$ cat config.mk
export PLATFORM = sky130hd
export DESIGN_NAME = button_debouncer
export DESIGN_NICKNAME = d
export VERILOG_FILES = /design/src/rtl/button_debouncer_pkg.sv /design/src/rtl/button_debouncer_sync_2ff.sv /design/src/rtl/button_debouncer.sv
export SDC_FILE = /design/constraint.sdc
export NUM_CORES = 1
export LEC_CHECK = 0
export ABC_AREA = 1
export CAP_MARGIN = 5
export CORE_UTILIZATION = 55
export DETAILED_ROUTE_END_ITERATION = 10
export GPL_TIMING_DRIVEN = 0
export PLACE_DENSITY = 0.71
export SYNTH_ARGS = -nofsm -noshare
export SYNTH_HDL_FRONTEND = slang
export SYNTH_HIERARCHICAL = 1
export SYNTH_SLANG_ARGS = --single-unit
$ cat constraint.sdc
create_clock -name clk -period 1.6 [get_ports clk]
set_input_delay 0.24 -clock clk [delete_from_list [all_inputs] [get_ports clk]]
set_output_delay 0.24 -clock clk [all_outputs]
set_load 0.005 [all_outputs]
$ cat src/rtl/button_debouncer_pkg.sv
// ----------------------------------------------------------------------------
// button_debouncer_pkg
//
// Shared definitions for the push-button conditioning path: the debouncer FSM
// state encoding and the default timing constants for a 12 MHz system clock.
// Imported by button_debouncer and by anything that needs to interpret its
// state or reuse its default timing.
//
// Contents:
//   db_state_t             - 2-bit FSM state encoding
//   CLOCK_HZ               - nominal system clock frequency
//   DEFAULT_STABLE_CYCLES  - 1 ms qualification window at 12 MHz
//   DEFAULT_HOLD_CYCLES    - 0.5 s long-hold threshold at 12 MHz
//   cycles_from_us()       - converts a microsecond time to clock cycles
// ----------------------------------------------------------------------------
package button_debouncer_pkg;

  typedef enum logic [1:0] {
    IDLE         = 2'b00,
    PRESS_WAIT   = 2'b01,
    PRESSED      = 2'b10,
    RELEASE_WAIT = 2'b11
  } db_state_t;

  localparam int unsigned CLOCK_HZ              = 12_000_000;
  localparam int unsigned DEFAULT_STABLE_CYCLES = 12_000;
  localparam int unsigned DEFAULT_HOLD_CYCLES   = 6_000_000;

  // Integer cycle count for a time given in microseconds at CLOCK_HZ.
  function automatic int unsigned cycles_from_us(input int unsigned us);
    return (CLOCK_HZ / 1_000_000) * us;
  endfunction

endpackage

$ cat src/rtl/button_debouncer_sync_2ff.sv
// ----------------------------------------------------------------------------
// sync_2ff
//
// Generic two-flop synchroniser for bringing asynchronous sensor and button
// lines into the clk domain. Both stages load RESET_VALUE while rst is low so
// that downstream logic sees a known idle level straight out of reset.
//
// Parameters:
//   WIDTH        - number of independent single-bit lines synchronised
//   RESET_VALUE  - level both stages take during reset
//
// Ports:
//   clk  in   system clock
//   rst  in   synchronous active-low reset
//   d    in   asynchronous input lines
//   q    out  synchronised lines (two clk edges of latency)
// ----------------------------------------------------------------------------
module sync_2ff #(
  parameter int unsigned      WIDTH       = 1,
  parameter logic [WIDTH-1:0] RESET_VALUE = '0
) (
  input  logic             clk,
  input  logic             rst,
  input  logic [WIDTH-1:0] d,
  output logic [WIDTH-1:0] q
);

  logic [WIDTH-1:0] meta;

  // First stage may go metastable; the second stage gives it a full cycle to
  // resolve before anything downstream looks at it.
  always_ff @(posedge clk) begin
    if (!rst) begin
      meta <= RESET_VALUE;
      q    <= RESET_VALUE;
    end else begin
      meta <= d;
      q    <= meta;
    end
  end

endmodule

$ cat src/rtl/button_debouncer.sv
// ----------------------------------------------------------------------------
// button_debouncer
//
// Conditions a raw, bouncy push-button pin into a clean debounced level plus
// single-cycle press, release and long-hold pulses. The pin is optionally
// inverted, synchronised by two flops, then qualified by a four-state FSM:
// a new level must be seen for STABLE_CYCLES consecutive synchronised samples
// before it is accepted. A separate hold counter fires b_hold once per press
// after HOLD_CYCLES cycles in the pressed state.
//
// Parameters:
//   STABLE_CYCLES  - samples a new level must persist (2 .. 2**20)
//   HOLD_CYCLES    - pressed cycles before b_hold (> STABLE_CYCLES)
//   INVERT         - 1 when the pin is active-low
//
// Ports:
//   clk        in   system clock (12 MHz)
//   rst        in   synchronous active-low reset
//   b_in       in   raw asynchronous button pin
//   b_state    out  debounced level, 1 = pressed
//   b_press    out  one-cycle pulse on accepted press
//   b_release  out  one-cycle pulse on accepted release
//   b_hold     out  one-cycle pulse once per press after HOLD_CYCLES
// ----------------------------------------------------------------------------
module button_debouncer
  import button_debouncer_pkg::*;
#(
  parameter int unsigned STABLE_CYCLES = DEFAULT_STABLE_CYCLES,
  parameter int unsigned HOLD_CYCLES   = DEFAULT_HOLD_CYCLES,
  parameter bit          INVERT        = 1'b0
) (
  input  logic clk,
  input  logic rst,
  input  logic b_in,
  output logic b_state,
  output logic b_press,
  output logic b_release,
  output logic b_hold
);

  localparam int CNT_W  = $clog2(STABLE_CYCLES);
  localparam int HCNT_W = $clog2(HOLD_CYCLES + 1);

  localparam logic [CNT_W-1:0]  CNT_ONE   = CNT_W'(1);
  localparam logic [CNT_W-1:0]  CNT_LAST  = CNT_W'(STABLE_CYCLES - 1);
  localparam logic [HCNT_W-1:0] HCNT_ONE  = HCNT_W'(1);
  localparam logic [HCNT_W-1:0] HCNT_MAX  = HCNT_W'(HOLD_CYCLES);
  localparam logic [HCNT_W-1:0] HCNT_LAST = HCNT_W'(HOLD_CYCLES - 1);

  logic              pin_level;
  logic              s;
  db_state_t         state;
  logic [CNT_W-1:0]  cnt;
  logic [HCNT_W-1:0] hcnt;

  // Inversion happens before the synchroniser so the FSM always works in
  // "1 = pressed" terms and the synchroniser's reset value of 0 is idle.
  assign pin_level = b_in ^ INVERT;

  sync_2ff #(
    .WIDTH       (1),
    .RESET_VALUE (1'b0)
  ) u_sync (
    .clk (clk),
    .rst (rst),
    .d   (pin_level),
    .q   (s)
  );

  // Qualification FSM with registered outputs. Entering a WAIT state loads
  // cnt with 1 because the sample that caused the transition already counts
  // towards the stable window, so the level is accepted on its
  // STABLE_CYCLES-th consecutive sample. cnt is cleared on every other state
  // change and can never pass STABLE_CYCLES-1, so it never wraps.
  // hcnt only advances while settled in PRESSED; it keeps its value across a
  // rejected release glitch and saturates at HOLD_CYCLES, which is what keeps
  // b_hold to a single pulse per press.
  always_ff @(posedge clk) begin
    if (!rst) begin
      state     <= IDLE;
      cnt       <= '0;
      hcnt      <= '0;
      b_state   <= 1'b0;
      b_press   <= 1'b0;
      b_release <= 1'b0;
      b_hold    <= 1'b0;
    end else begin
      b_press   <= 1'b0;
      b_release <= 1'b0;
      b_hold    <= 1'b0;

      case (state)
        IDLE: begin
          if (s) begin
            state <= PRESS_WAIT;
            cnt   <= CNT_ONE;
          end else begin
            cnt   <= '0;
          end
        end

        PRESS_WAIT: begin
          if (!s) begin
            state <= IDLE;
            cnt   <= '0;
          end else if (cnt == CNT_LAST) begin
            state   <= PRESSED;
            cnt     <= '0;
            hcnt    <= '0;
            b_press <= 1'b1;
            b_state <= 1'b1;
          end else begin
            cnt <= cnt + CNT_ONE;
          end
        end

        PRESSED: begin
          if (!s) begin
            state <= RELEASE_WAIT;
            cnt   <= CNT_ONE;
          end else if (hcnt != HCNT_MAX) begin
            hcnt   <= hcnt + HCNT_ONE;
            b_hold <= (hcnt == HCNT_LAST);
          end
        end

        RELEASE_WAIT: begin
          if (s) begin
            state <= PRESSED;
            cnt   <= '0;
          end else if (cnt == CNT_LAST) begin
            state     <= IDLE;
            cnt       <= '0;
            b_release <= 1'b1;
            b_state   <= 1'b0;
          end else begin
            cnt <= cnt + CNT_ONE;
          end
        end

        default: begin
          state <= IDLE;
          cnt   <= '0;
        end
      endcase
    end
  end

endmodule

==> run summary <==
result of the run: finished, final reports clean
total power of the final layout: 2.225 mW
mean post-synth cell area: 6.310 µm²
number of cells on the critical path: 11
top cell type's share of synthesized area: 32.59%
final routed wirelength across all metal layers: 6.926 mm
reported leakage power: 1.128 nW
clock tree sinks: 45
overall die area: 5313 µm²
H-tree Lvls: 2
fraction of final layout cells with drive strength greater than 1: 23.28%
standard cell core area: 4786 µm²
via count of the first global-routing pass: 2243
Iteration-0 DRC Markers: 164
Vias: 2780
worst slack at placement: -0.1881 ns
count of mapped cells out of synthesis: 438
Cell Pwr Density: 670.7 nW/µm²
setup repair after global routing missed its margin: true
critical path, cell by cell: ha_4 -> nand2_4 -> nor2_4 -> inv_1 -> nor2_1 -> nand3_2 -> nand2_4 -> nand2_4 -> buf_8 -> o21ai_1 -> nor2_1
Crit path largest cell delay: 0.37 ns
number of buffers inserted for hold repair after clock tree synthesis: 0
critical setup path kind: reg2reg
endpoint class of the critical path: register
peak clock frequency supported by timing: 626.6 MHz
synth top area cells: dfxtp_1, nand2_1, nor2_1
flip-flop and latch count after synthesis: 45
per-cell via count in the routed design: 5.235
Ports: 7
cell type contributing the most total cell area after synthesis: dfxtp_1
Max Root-Sink Buffers: 2
setup slack, reg-to-reg: 0.004 ns
Largest delay share family, worst path: simple AND/OR/NAND/NOR gates
global router's overall resource usage: 26.32%
routability congestion estimate from global placement: 0.9863
Worst R2R Path Depth: 11
worst-skew pair later-pin latency: 0.31 ns
width of the die: 72.89 µm
worst path bufs/invs: 2
area of the multi-input gates: 1759 µm²
aggregate global routing overflow: 0
Synthesis Warnings: 6
Slew Viols, Final: 0
leading register cell type out of synthesis: dfxtp_1
final setup violation count: 0
Max-Slew Margin vs Limit: 59.32%
number of distinct library cells after synthesis: 32
Tmin final: 1.596 ns
synth-to-layout area growth: 20.01%
number of diodes: 0
Synth Cell Area: 2764 µm²
data required time of the worst path: 1.80 ns
Min Hold Slack: 0.4177 ns
count of max-cap constraint violations: 0
die height: 72.89 µm
drt pass-1 iters: 5
VDD IR-drop max: 0.6815 mV
remaining routing DRC violations: 0
count of flip-flops with a built-in enable after synthesis: 0
number of fill cells: 430
cell with the most instances on the worst path: nand2_4
actual slew at the worst max-slew pin: 0.6103 ns
slowest cell on the critical path: dfxtp_4
number of clock buffers inserted by TritonCTS: 5
post-synthesis async set-or-reset flop share: 0%
wire length of the first global-routing pass: 10.69 mm
final core area utilization: 69.31%
portion of the clock cycle consumed by the worst path in the final layout: 99.75%
initial antenna violation count: 0
number of port buffers: 6
HPWL reported at the end of detailed placement: 4.837 mm
hold path cells: 2
peak fanout along the critical path: 5
Avg WL per Cell: 13.04 µm
final setup margin: 0.003971 ns
Routed Antenna Nets: 0
type of origin of the critical path: register
number of cell rows: 25
Reg clk slew, reported paths: 0.08 ns
sequential area share after synthesis: 32.59%
critical path arrival: 1.80 ns
TritonCTS clock tree: done
number of nets in the finished design: 469
clock tree skew after final layout: 0.008489 ns
placed cells: 511
count of non-filler cells in the finished layout: 531
clock root cell: clkbuf_8
sequential cell area: 929.6 µm²
total nets after synthesis: 444
maximum number of pins on one net before global-route repair: 15
initial standard-cell utilization of the core: 57.75%
class of the worst hold path: reg2reg
final hold violation count: 0
-- layout by cell type (no fill, tap or decap), drive strengths merged, types with 6 or more instances in the layout --
cell type,n
nand2,115
nor2,96
nand3,50
inv,46
dfxtp,45
buf,21
a21oi,17
nor3,15
nand4,11
clkbuf,9
xor2,8
o21ai,7
clkdlybuf4s50,6
-- kinds of logic (layout without fill, tap and decap cells) --
group           Yosys count  after routing  share of synthesized area, %
compound gates           30             30                         6.474
fa+ha+maj                 3              3                         1.358
buf+inv                  58             84                         9.280
xor+xnor                 11             11                         3.486
flops                    45             45                         32.59
simple gates            291            291                         46.81
-- area by class of cell --
class,count,area share [%]
buffer,12,2.791
clock buffer,6,2.188
clock inverter,2,1.169
inverter,46,5.206
multi-input combinational,335,53.04
sequential,45,28.03
tap,67,2.527
timing repair buffer,18,5.055
-- registers in the layout (all words and copies together), names as in the netlist, named ones only --
register,count
b_hold,1
hcnt,23
b_state,1
u_sync/q,1
u_sync/meta,1
b_press,1
state,1
cnt,14
b_release,1
-- synth_stat cells (2+ instances only) --
| cell | number |
|---|---|
| nand4_1 | 11 |
| dfxtp_1 | 45 |
| nor2_2 | 18 |
| xnor2_1 | 3 |
| nand3_1 | 49 |
| inv_1 | 40 |
| nor2_1 | 77 |
| ha_1 | 3 |
| inv_2 | 6 |
| nand2_2 | 3 |
| a21oi_2 | 3 |
| a21oi_1 | 14 |
| o21bai_1 | 4 |
| nor3b_1 | 2 |
| nand2_1 | 110 |
| clkbuf_1 | 2 |
| xor2_1 | 8 |
| nor3_1 | 15 |
| buf_2 | 4 |
| o21ai_0 | 2 |
| buf_6 | 4 |
| nand2_4 | 2 |
| o21ai_1 | 4 |
-- report_power, final --
group	switching, mW	leakage [nW]	internal (mW)
clock network	0.409	0.0554	0.469
logic	0.134	0.701	0.0698
registers	0.0161	0.371	1.13
-- worst register-to-register path, cell delays in order (launching register included) --
cell and delay [ns]:
dfxtp_4 0.37, ha_4 0.15, nand2_4 0.07, nor2_4 0.11, inv_1 0.05, nor2_1 0.12, nand3_2 0.11, nand2_4 0.12
nand2_4 0.09, buf_8 0.15, o21ai_1 0.12, nor2_1 0.05
-- through the flow --
stage / cell area (µm²) / setup TNS (ns)
global placement: 2908 / -3.522
global route: 3317 / -1.880
detailed placement: 2908 / -4.716
CTS: 3078 / -0.4891
floorplan: 2764 / 0
finish: 3317 / 0
-- worst paths after layout --
| path | startpoint | endpoint |
|---|---|---|
| max | cnt[1] | hcnt[2] |
| min | u_sync/meta | u_sync/q |
| max reg2reg | cnt[1] | hcnt[2] |
| min reg2reg | u_sync/meta | u_sync/q |
-- layer usage --
metal | track usage [%] | wire length (µm)
met3 | 7.044 | 395
met1 | 39.49 | 3445
met5 | 0 | 0
met2 | 37.07 | 3022
met4 | 6.100 | 63
-- what timing repair did --
action / 4_1_cts / 5_1_grt
pin swaps: 4 / 11
setup endpoints to repair: 33 / 36
buffers inserted: 5 / 6
gates resized for setup: 10 / 51
gates cloned: 0 / 1
No activity file was read; power rests on OpenSTA's default activity.
